[src/rtl/psum_rmw_ctrl_pkg.sv]
// Shared encodings and geometry for the PSUM read-modify-write sequencer.
// Mode 3 is folded onto ReLU when the pass parameters are latched.
package psum_rmw_ctrl_pkg;
   localparam int COL     = 8;
   localparam int PSUM_BW = 16;
   localparam int ADDR_BW = 11;
   localparam int ROW_BW  = COL * PSUM_BW;

   typedef enum logic [1:0] {
      MODE_PASS = 2'd0,
      MODE_ACC  = 2'd1,
      MODE_RELU = 2'd2
   } mode_e;

   typedef enum logic [1:0] {
      S_IDLE = 2'd0,
      S_RD   = 2'd1,
      S_WR   = 2'd2,
      S_DONE = 2'd3
   } state_e;

   function automatic mode_e norm_mode(input logic [1:0] m);
      return (m == 2'd3) ? MODE_RELU : mode_e'(m);
   endfunction
endpackage

[src/rtl/psum_rmw_ctrl_if.sv]
// Bundle of controller, OFIFO and PSUM SRAM signals around the RMW sequencer.
// The slave modport is the sequencer; the master modport is its environment.
interface psum_rmw_ctrl_if;
   import psum_rmw_ctrl_pkg::*;

   logic               start;
   logic [1:0]         mode;
   logic [ADDR_BW-1:0] base_addr;
   logic [ADDR_BW-1:0] count;
   logic               ofifo_valid;
   logic [ROW_BW-1:0]  ofifo_out;
   logic               ofifo_rd;
   logic               sram_cen;
   logic               sram_wen;
   logic [ADDR_BW-1:0] sram_addr;
   logic [ROW_BW-1:0]  sram_d;
   logic [ROW_BW-1:0]  sram_q;
   logic               busy;
   logic               done;

   modport slave (
      input  start, mode, base_addr, count, ofifo_valid, ofifo_out, sram_q,
      output ofifo_rd, sram_cen, sram_wen, sram_addr, sram_d, busy, done
   );

   modport master (
      output start, mode, base_addr, count, ofifo_valid, ofifo_out, sram_q,
      input  ofifo_rd, sram_cen, sram_wen, sram_addr, sram_d, busy, done
   );
endinterface

[src/rtl/psum_rmw_ctrl_lane.sv]
// One lane of the combine datapath: passthrough, wrapping accumulate, or ReLU
// of the stored partial sum, all in two's complement.
module psum_lane
   import psum_rmw_ctrl_pkg::*;
(
   input  mode_e              mode_i,
   input  logic [PSUM_BW-1:0] sram_q_i,
   input  logic [PSUM_BW-1:0] ofifo_i,
   output logic [PSUM_BW-1:0] d_o
);
   always_comb begin
      d_o = ofifo_i;
      case (mode_i)
         MODE_ACC:  d_o = sram_q_i + ofifo_i;
         MODE_RELU: d_o = sram_q_i[PSUM_BW-1] ? '0 : sram_q_i;
         default:   d_o = ofifo_i;
      endcase
   end
endmodule

[src/rtl/psum_rmw_ctrl.sv]
// PSUM SRAM read-modify-write sequencer: per row, pop the OFIFO, read the
// stored partial sum, combine per lane and write back to the same address.
module psum_rmw_ctrl
   import psum_rmw_ctrl_pkg::*;
(
   input  logic           clk,
   input  logic           reset,
   psum_rmw_ctrl_if.slave bus
);
   state_e             state_q, state_d;
   mode_e              mode_q;
   logic [ADDR_BW-1:0] count_q, idx_q, addr_q;
   logic [ROW_BW-1:0]  ofifo_q;
   logic               wen_q, busy_q, done_q;
   logic               rd_go, wr_go, last_row;
   logic [ROW_BW-1:0]  lane_ofifo, lane_d;

   assign last_row = (idx_q == count_q - ADDR_BW'(1));

   always_comb begin
      state_d      = state_q;
      rd_go        = 1'b0;
      wr_go        = 1'b0;
      bus.sram_cen = 1'b1;
      bus.ofifo_rd = 1'b0;
      case (state_q)
         S_IDLE: begin
            if (bus.start) begin
               if (bus.count == '0)
                  state_d = S_DONE;
               else if (norm_mode(bus.mode) == MODE_PASS)
                  state_d = S_WR;
               else
                  state_d = S_RD;
            end
         end
         S_RD: begin
            // Only accumulate needs an OFIFO row; ReLU reads unconditionally.
            if (!(mode_q == MODE_ACC && !bus.ofifo_valid)) begin
               rd_go        = 1'b1;
               bus.sram_cen = 1'b0;
               bus.ofifo_rd = (mode_q == MODE_ACC);
               state_d      = S_WR;
            end
         end
         S_WR: begin
            if (!(mode_q == MODE_PASS && !bus.ofifo_valid)) begin
               wr_go        = 1'b1;
               bus.sram_cen = 1'b0;
               bus.ofifo_rd = (mode_q == MODE_PASS);
               if (last_row)
                  state_d = S_DONE;
               else
                  state_d = (mode_q == MODE_PASS) ? S_WR : S_RD;
            end
         end
         S_DONE:  state_d = S_IDLE;
         default: state_d = S_IDLE;
      endcase
   end

   always_ff @(posedge clk or posedge reset) begin
      if (reset) begin
         state_q <= S_IDLE;
         mode_q  <= MODE_PASS;
         count_q <= '0;
         idx_q   <= '0;
         addr_q  <= '0;
         ofifo_q <= '0;
         wen_q   <= 1'b1;
         busy_q  <= 1'b0;
         done_q  <= 1'b0;
      end else begin
         state_q <= state_d;
         wen_q   <= (state_d != S_WR);
         busy_q  <= (state_d == S_RD) || (state_d == S_WR);
         done_q  <= (state_d == S_DONE);
         if (state_q == S_IDLE && bus.start) begin
            mode_q  <= norm_mode(bus.mode);
            count_q <= bus.count;
            idx_q   <= '0;
            addr_q  <= bus.base_addr;
         end
         if (wr_go) begin
            idx_q  <= idx_q + ADDR_BW'(1);
            addr_q <= addr_q + ADDR_BW'(1);
         end
         if (rd_go && mode_q == MODE_ACC)
            ofifo_q <= bus.ofifo_out;
      end
   end

   // Passthrough writes the live OFIFO head in the pop cycle; accumulate uses the row held since RD.
   assign lane_ofifo = (mode_q == MODE_PASS) ? bus.ofifo_out : ofifo_q;

   for (genvar gi = 0; gi < COL; gi++) begin : g_lane
      psum_lane u_lane (
         .mode_i   (mode_q),
         .sram_q_i (bus.sram_q[gi*PSUM_BW +: PSUM_BW]),
         .ofifo_i  (lane_ofifo[gi*PSUM_BW +: PSUM_BW]),
         .d_o      (lane_d[gi*PSUM_BW +: PSUM_BW])
      );
   end

   assign bus.sram_d    = (state_q == S_WR) ? lane_d : '0;
   assign bus.sram_wen  = wen_q;
   assign bus.sram_addr = addr_q;
   assign bus.busy      = busy_q;
   assign bus.done      = done_q;
endmodule

[src/flat_wrapper.sv]
// flat-port wrapper written by rule: the top's interface ports become plain ports
module psum_rmw_ctrl_flat import psum_rmw_ctrl_pkg::*;
  (clk, reset, bus_start, bus_mode, bus_base_addr, bus_count, bus_ofifo_valid, bus_ofifo_out, bus_sram_q, bus_ofifo_rd, bus_sram_cen, bus_sram_wen, bus_sram_addr, bus_sram_d, bus_busy, bus_done);
  psum_rmw_ctrl_if bus_i ();
  input  logic clk;
  input  logic reset;
  input wire logic [$bits(bus_i.start)-1:0] bus_start;
  input wire logic [$bits(bus_i.mode)-1:0] bus_mode;
  input wire logic [$bits(bus_i.base_addr)-1:0] bus_base_addr;
  input wire logic [$bits(bus_i.count)-1:0] bus_count;
  input wire logic [$bits(bus_i.ofifo_valid)-1:0] bus_ofifo_valid;
  input wire logic [$bits(bus_i.ofifo_out)-1:0] bus_ofifo_out;
  input wire logic [$bits(bus_i.sram_q)-1:0] bus_sram_q;
  output wire logic [$bits(bus_i.ofifo_rd)-1:0] bus_ofifo_rd;
  output wire logic [$bits(bus_i.sram_cen)-1:0] bus_sram_cen;
  output wire logic [$bits(bus_i.sram_wen)-1:0] bus_sram_wen;
  output wire logic [$bits(bus_i.sram_addr)-1:0] bus_sram_addr;
  output wire logic [$bits(bus_i.sram_d)-1:0] bus_sram_d;
  output wire logic [$bits(bus_i.busy)-1:0] bus_busy;
  output wire logic [$bits(bus_i.done)-1:0] bus_done;
  assign bus_i.start = bus_start;
  assign bus_i.mode = bus_mode;
  assign bus_i.base_addr = bus_base_addr;
  assign bus_i.count = bus_count;
  assign bus_i.ofifo_valid = bus_ofifo_valid;
  assign bus_i.ofifo_out = bus_ofifo_out;
  assign bus_i.sram_q = bus_sram_q;
  assign bus_ofifo_rd = bus_i.ofifo_rd;
  assign bus_sram_cen = bus_i.sram_cen;
  assign bus_sram_wen = bus_i.sram_wen;
  assign bus_sram_addr = bus_i.sram_addr;
  assign bus_sram_d = bus_i.sram_d;
  assign bus_busy = bus_i.busy;
  assign bus_done = bus_i.done;
  psum_rmw_ctrl u_core (.clk(clk), .reset(reset), .bus(bus_i));
endmodule
[config.mk]
export PLATFORM = sky130hd
export DESIGN_NAME = psum_rmw_ctrl_flat
export DESIGN_NICKNAME = d
export VERILOG_FILES = /design/src/rtl/psum_rmw_ctrl_pkg.sv /design/src/rtl/psum_rmw_ctrl_if.sv /design/src/rtl/psum_rmw_ctrl_lane.sv /design/src/rtl/psum_rmw_ctrl.sv /design/src/flat_wrapper.sv
export SDC_FILE = /design/constraint.sdc
export NUM_CORES = 1
export LEC_CHECK = 0
export CAP_MARGIN = 20
export CORE_ASPECT_RATIO = 0.6
export CORE_MARGIN = 1.5
export CORE_UTILIZATION = 40
export DETAILED_ROUTE_END_ITERATION = 7
export GPL_ROUTABILITY_DRIVEN = 0
export PLACE_DENSITY = 0.76
export SETUP_SLACK_MARGIN = 0.1
export SYNTH_ARGS = -nofsm -noshare
export SYNTH_HDL_FRONTEND = slang
export SYNTH_SLANG_ARGS = --single-unit
export TNS_END_PERCENT = 50
[constraint.sdc]
create_clock -name clk -period 6.46 [get_ports clk]
set_clock_uncertainty 0.2 [all_clocks]
set_input_delay 1.292 -clock clk [delete_from_list [all_inputs] [get_ports clk]]
set_output_delay 1.292 -clock clk [all_outputs]
set_load 0.02 [all_outputs]
==> results of run 1 <==
-- metal layers --
metal | part of all wire (%) | vias to the layer above | GRT usage [%]
li1 | - | 7880 | -
met1 | 44 | 8296 | 36.6
met2 | 46 | 702 | 44.3
met3 | 6.4 | 117 | 4.92
met4 | 3.0 | 2 | 10.7
met5 | 0.022 | - | 0
-- timing repair --
action | in CTS | in global routing
gates resized for setup | 3 | 28
pin swaps | 0 | 0
setup buffers | 1 | 2
endpoints found under the setup margin | 10 | 22
-- kinds of logic (layout without fill, tap and decap cells) --
logic type,Yosys count,in the layout
compound gates,627,627
buf+inv,141,540
mux,280,280
flops,168,168
fa+ha+maj,140,140
other cells,0,8
xor+xnor,93,93
simple gates,407,407
-- flip-flops by register name, indices dropped and copies added, names as in the netlist --
register,flops
u_core.state_q,2
u_core.bus.sram_addr,11
u_core.mode_q,2
u_core.bus.sram_wen,1
u_core.bus.busy,1
u_core.bus.done,1
u_core.count_q,11
u_core.ofifo_q,128
u_core.idx_q,11
-- area by class of cell --
type / instances / area, um^2
antenna: 8 / 20.0
clock buffer: 17 / 425
timing repair buffer: 468 / 4660
sequential: 168 / 4210
multi-input combinational: 1547 / 11900
fill: 3571 / 18400
tap: 531 / 664
clock inverter: 15 / 195
inverter: 40 / 158
-- stage by stage --
step	hold slack (ns)	power (mW)	setup WS (ns)	utilization [%]	instances
2_1_floorplan	0.270	7.88	0.423	-	1856
3_3_place_gp	0.282	10.4	0.112	52.9	2751
3_5_place_dp	0.290	10.6	0.0727	52.9	2751
4_1_cts	0.308	11.8	0.0713	54.4	2784
5_1_grt	0.315	12.8	0.0847	54.7	2792
6_report	0.306	11.9	0.270	54.7	2794
-- final timing paths --
kind | from | to | slack (ns)
min | u_core.ofifo_q[125]$_DFFE_PP0P_ | u_core.ofifo_q[125]$_DFFE_PP0P_ | 0.31
max in group asynchronous | reset | u_core.ofifo_q[34]$_DFFE_PP0P_ | 3.73
min in group asynchronous | reset | u_core.bus.sram_addr[3]$_DFFE_PP0P_ | 1.14
max reg2reg | u_core.mode_q[0]$_DFFE_PP0P_ | u_core.bus.sram_addr[5]$_DFFE_PP0P_ | 2.82
min reg2reg | u_core.ofifo_q[125]$_DFFE_PP0P_ | u_core.ofifo_q[125]$_DFFE_PP0P_ | 0.31
max | bus_ofifo_out[23] | bus_sram_d[31] | 0.27
-- cell usage after synthesis, drive strengths merged (15+ instances only) --
| cell | count |
|---|---|
| o21ai | 155 |
| mux2 | 265 |
| a31oi | 33 |
| ha | 132 |
| o21a | 25 |
| a211oi | 29 |
| a221oi | 41 |
| nor3 | 60 |
| a21o | 39 |
| a22oi | 41 |
| dfrtp | 167 |
| nand2b | 15 |
| a21oi | 146 |
| clkbuf | 94 |
| inv | 39 |
| mux2i | 15 |
| and3 | 17 |
| xor2 | 36 |
| nor2 | 108 |
| nor2b | 17 |
| nand2 | 90 |
| nand3 | 31 |
| xnor2 | 57 |
-- power groups by stage --
stage	clock network, mW	logic, mW	registers (mW)
global placement	0	8.56	1.81
CTS	1.15	8.84	1.83
detailed placement	0	8.78	1.85
global route	1.19	9.72	1.90
floorplan	0	6.08	1.79
finish	1.12	8.96	1.85
==> results by group, run 1 <==
Synth
  • Post-synthesis compound-gate area fraction: 24.5%
  • Post-synthesis mux area share: 18.9%
  • Post-synthesis adder-cell area fraction: 10.9%
  • Share of synthesized registers carrying an async set or reset: 100%
  • Number of enable flip-flop cells after synthesis: 0
  • Synth top area cells: dfrtp_1, mux2_2, ha_1
  • Synth top area share: 25.2%
  • Area of the mapped netlist: 16600 um^2
  • XOR/XNOR share of the synthesized area: 4.91%
  • Post-synthesis sequential area ratio: 25.4%
  • YS warnings: 0
  • Yosys top cell by area: dfrtp_1
  • Mapped Nets: 2280
  • Yosys reg bits: 168
  • Syn Area/Cell: 8.94 um^2
  • Commonest register cell after synthesis: dfrtp_1
  • Cells after Synth: 1856
  • Main combinational cell family by area after synthesis: compound AO/OA/AOI/OAI gates
  • Library cells used by synthesis: 78
  • Simple-Gate Fraction of Synth Area: 12.1%

Routing
  • DRT Wirelength: 60100 um
  • Via density: 6.08
  • Avg WL per Cell: 21.5 um
  • DR pass1 iterations: 6
  • Routed vias: 17000
  • Initial drt markers: 1449
  • Post-DRT Antenna Nets: 0
  • Drt drc: 0

Pwr
  • Switching Share: 49.3%
  • PD cells: 536 nW/um^2
  • Internal power: 6.05 mW
  • Combinational share of power: 75.1%
  • Pleak: 9.50 nW
  • Reg power frac: 15.5%
  • Sw power: 5.88 mW
  • Peak supply drop: 366 uV
  • Clk pwr share: 9.4%

Run status
  • Status: complete, no violations

Clock network
  • Clk slew on worst S/H paths: 0.07 ns
  • Clk_lat worst skew: 0.46 ns
  • Total number of H-tree levels: 4
  • Cts bufs inserted: 17
  • Root Buffer: clkbuf_16
  • Cts hold-fix bufs: 0
  • Clock Sinks: 168
  • CTS tree: done
  • Worst-case clock buffer depth: 2

Finish
  • Fin nets: 2666
  • Most frequent cells in the layout: clkdlybuf4s50_1, mux2_2, dfrtp_1
  • Fraction of layout cells with a size suffix above 1: 16.4%
  • Layout area overhead: 34.2%
  • Fin area: 22300 um^2
  • Most common cell after layout, fill and taps aside: clkdlybuf4s50_1

Critical path
  • CP Class: primary input to output pin
  • Req. time, crit path: 4.97 ns
  • Crit-path max FO: 5
  • CP Data Arrival Time: 4.70 ns
  • CP max stage delay: 0.67 ns
  • Top Family by Delay on Critical Path: buffers and inverters
  • Critical Path Source Type: primary input
  • CP max stage cell: clkdlybuf4s50_1
  • CP Depth: 12
  • R2R depth: 8
  • Crit. End Element: output pin
  • WP buf/inv: 3
  • Crit-path cells: clkdlybuf4s50_1 -> mux2_2 -> ha_1 -> o21ai_0 -> or3_1 -> o21ai_0 -> buf_4 -> a211oi_1 -> a211oi_2 -> mux2i_1 -> o2bb2ai_1 -> clkdlybuf4s50_1

Floorplan
  • CORE AREA: 40700 um^2
  • Die area: 42700 um^2
  • Die Span Y: 161 um
  • Row cnt: 57
  • Die width: 266 um
  • Starting density of the core: 40.8%
  • I/O Pins: 428

Hold path
  • Worst hold path depth: 1
  • Worst min path class: flip-flop to flip-flop

Global routing
  • First-pass GRT wire length: 93200 um
  • Vias in the first global route: 16800
  • GRT Overall Usage: 27.5%
  • Largest net degree at the start of global routing: 105
  • Initial antenna violation count: 8
  • Overflow after GRT: 0

Flow run
  • MaxCap Viol Count: 0

STA
  • Crit share post-route: 95.8%
  • Slew margin rel.: 26.1%
  • RSZ-0062 raised after global routing: no
  • Final setup fails: 0
  • Fin. max-slew vios: 0
  • Setup TNS: 0 ns
  • Final hold vios: 0
  • Fin crit period: 6.19 ns
  • Worst Max-Slew Pin Slew: 1.11 ns
  • Fmax: 162 MHz

Placement
  • Dpl cell area: 21500 um^2
  • Port-buffer cells: 427
  • HPWL after DPL: 44400 um
Power figures use the tool's default switching activity.
==> run 2: changes to the inputs <==
--- a/config.mk
+++ b/config.mk
@@ -11,6 +11,7 @@
 export CORE_UTILIZATION = 40
 export DETAILED_ROUTE_END_ITERATION = 7
 export GPL_ROUTABILITY_DRIVEN = 0
+export HOLD_SLACK_MARGIN = 0.06
 export PLACE_DENSITY = 0.76
 export SETUP_SLACK_MARGIN = 0.1
 export SYNTH_ARGS = -nofsm -noshare
==> results of run 2 <==
Final layout, timing and power as in run 1 (identical DEF).
==> run 3: changes to the inputs <==
--- a/config.mk
+++ b/config.mk
@@ -13,7 +13,7 @@
 export GPL_ROUTABILITY_DRIVEN = 0
 export HOLD_SLACK_MARGIN = 0.06
 export PLACE_DENSITY = 0.76
-export SETUP_SLACK_MARGIN = 0.1
+export SETUP_SLACK_MARGIN = 0.3
 export SYNTH_ARGS = -nofsm -noshare
 export SYNTH_HDL_FRONTEND = slang
 export SYNTH_SLANG_ARGS = --single-unit
==> run 3 against run 2 <==
  * Die area unchanged
  * Sequential power is essentially flat
  * Hold slack about the same
  * Via count fell by 0.28%
  * Global-route usage hardly changed
  * Register-to-register slack barely moved
  * Critical path depth fell by 1
  * Combinational power about the same
  * Sequential share of layout area barely moved
==> results by group, run 3 (synthesized netlist as in run 1, its figures left out) <==
STA
  • Fin. max-slew vios: 0
  • RSZ-0062 raised after global routing: yes
  • Final hold vios: 0
  • Final setup fails: 0
  • Setup TNS: 0 ns
  • Fmax: 162 MHz
  • Fin crit period: 6.16 ns
  • Crit share post-route: 95.3%
  • Min Hold Slack: 0.306 ns
  • Slew margin rel.: 26.0%
  • Setup ws final: 0.303 ns
  • Worst Max-Slew Pin Slew: 1.11 ns

Global routing
  • Largest net degree at the start of global routing: 105
  • Initial antenna violation count: 8
  • GRT Overall Usage: 27.5%
  • First-pass GRT wire length: 93300 um
  • Overflow after GRT: 0
  • Vias in the first global route: 16800

Critical path
  • CP Data Arrival Time: 4.67 ns
  • CP Class: primary input to output pin
  • Critical Path Source Type: primary input
  • Crit path launch: bus_ofifo_out[40]
  • Worst r2r src: u_core.mode_q[0]$_DFFE_PP0P_
  • Crit-path max FO: 4
  • Crit. End Element: output pin
  • Req. time, crit path: 4.97 ns

Clock network
  • Root Buffer: clkbuf_16
  • Worst-case clock buffer depth: 2
  • Total number of H-tree levels: 4
  • Clock Sinks: 168
  • Cts hold-fix bufs: 0
  • CTS tree: done
  • Clk_lat worst skew: 0.46 ns
  • Clk slew on worst S/H paths: 0.08 ns
  • Cts bufs inserted: 17

Finish
  • Post-Layout Cell Count: 2793
  • Layout area overhead: 34.2%
  • Max FFs per register: 128
  • Most common cell after layout, fill and taps aside: clkdlybuf4s50_1
  • Most flops, register: u_core.ofifo_q
  • Fin nets: 2664
  • Most frequent cells in the layout: clkdlybuf4s50_1, mux2_2, dfrtp_1
  • Fillers: 3578
  • Fraction of layout cells with a size suffix above 1: 16.6%

Routing
  • Initial drt markers: 1465
  • Routed vias: 16900
  • Drt drc: 0
  • Avg WL per Cell: 21.5 um
  • DR pass1 iterations: 8
  • Via density: 6.07
  • Post-DRT Antenna Nets: 0
  • DRT Wirelength: 60200 um

Floorplan
  • Starting density of the core: 40.8%
  • Die Span Y: 161 um
  • I/O Pins: 428
  • Die width: 266 um
  • CORE AREA: 40700 um^2
  • Die area: 42700 um^2
  • Row cnt: 57

Pwr
  • Power, Total: 11.9 mW
  • Peak supply drop: 370 uV
  • PD cells: 535 nW/um^2
  • Pleak: 9.59 nW

Hold path
  • Hold path startpoint: u_core.ofifo_q[90]$_DFFE_PP0P_
  • Worst min path class: flip-flop to flip-flop

Placement
  • Placed cells: 2751
  • Port-buffer cells: 427
  • HPWL after DPL: 44400 um
  • Post-place setup slack: 0.0727 ns

Run status
  • Status: complete, no violations

Flow run
  • MaxCap Viol Count: 0
[run 3: path summary, 6_finish.rpt]
kind	to	slack, ns	cells after the start
worst max-delay path	bus_sram_d[43]	0.30	11
worst min-delay path	u_core.ofifo_q[90]$_DFFE_PP0P_	0.31	1
worst max register to register	u_core.bus.sram_addr[5]$_DFFE_PP0P_	2.82	8
worst min register to register	u_core.ofifo_q[90]$_DFFE_PP0P_	0.31	1
max in group asynchronous	u_core.ofifo_q[42]$_DFFE_PP0P_	3.73	3
min in group asynchronous	u_core.bus.sram_addr[3]$_DFFE_PP0P_	1.15	2
[run 3: final cells by class]
type / count / area [um^2] / area share [%]
Multi-Input combinational cell: 1547 / 11900 / 53.7
Timing Repair Buffer: 466 / 4640 / 20.8
Sequential cell: 168 / 4210 / 18.9
Tap cell: 531 / 664 / 2.99
Clock buffer: 17 / 425 / 1.91
Clock inverter: 15 / 195 / 0.877
Inverter: 40 / 158 / 0.708
Antenna cell: 9 / 22.5 / 0.101
[run 3: per-stage QoR]
step | cell area, um^2 | util, %
4_1_cts | 22100 | 54.5
5_1_grt | 22200 | 54.7
6_report | 22300 | 54.7
2_1_floorplan | 16600 | -
3_3_place_gp | 21500 | 52.9
3_5_place_dp | 21500 | 52.9
[run 3: report_power, final]
group / total, mW / switching, mW / leakage, nW / internal (mW)
sequential: 1.85 / 0.316 / 2.16 / 1.53
clock: 1.12 / 0.590 / 0.295 / 0.534
combinational: 8.94 / 4.98 / 7.13 / 3.97
total: 11.9 / 5.88 / 9.59 / 6.03
[run 3: critical path, stage by stage]
cell             delay [ns]
clkdlybuf4s50_1        0.44
mux2_2                 0.29
ha_1                   0.33
and2_1                 0.21
a221o_1                0.37
nand4b_1               0.30
a31oi_1                0.26
xnor2_1                0.14
nand2_1                0.07
a31oi_1                0.25
clkdlybuf4s50_1        0.72
[run 3: routing by layer]
| layer | vias to the layer above | wire length, um | GRT usage, % |
|---|---|---|---|
| li1 | 7868 | - | - |
| met1 | 8275 | 26600 | 36.6 |
| met2 | 677 | 27800 | 44.4 |
| met3 | 127 | 3880 | 4.92 |
| met4 | 2 | 1910 | 10.7 |
| met5 | - | 13 | 0 |
[run 3: what timing repair did]
item,in CTS,in global routing
pin swaps,0,1
setup endpoints to repair,26,48
resized for setup,16,38
buffers inserted,1,0
gates cloned,0,0
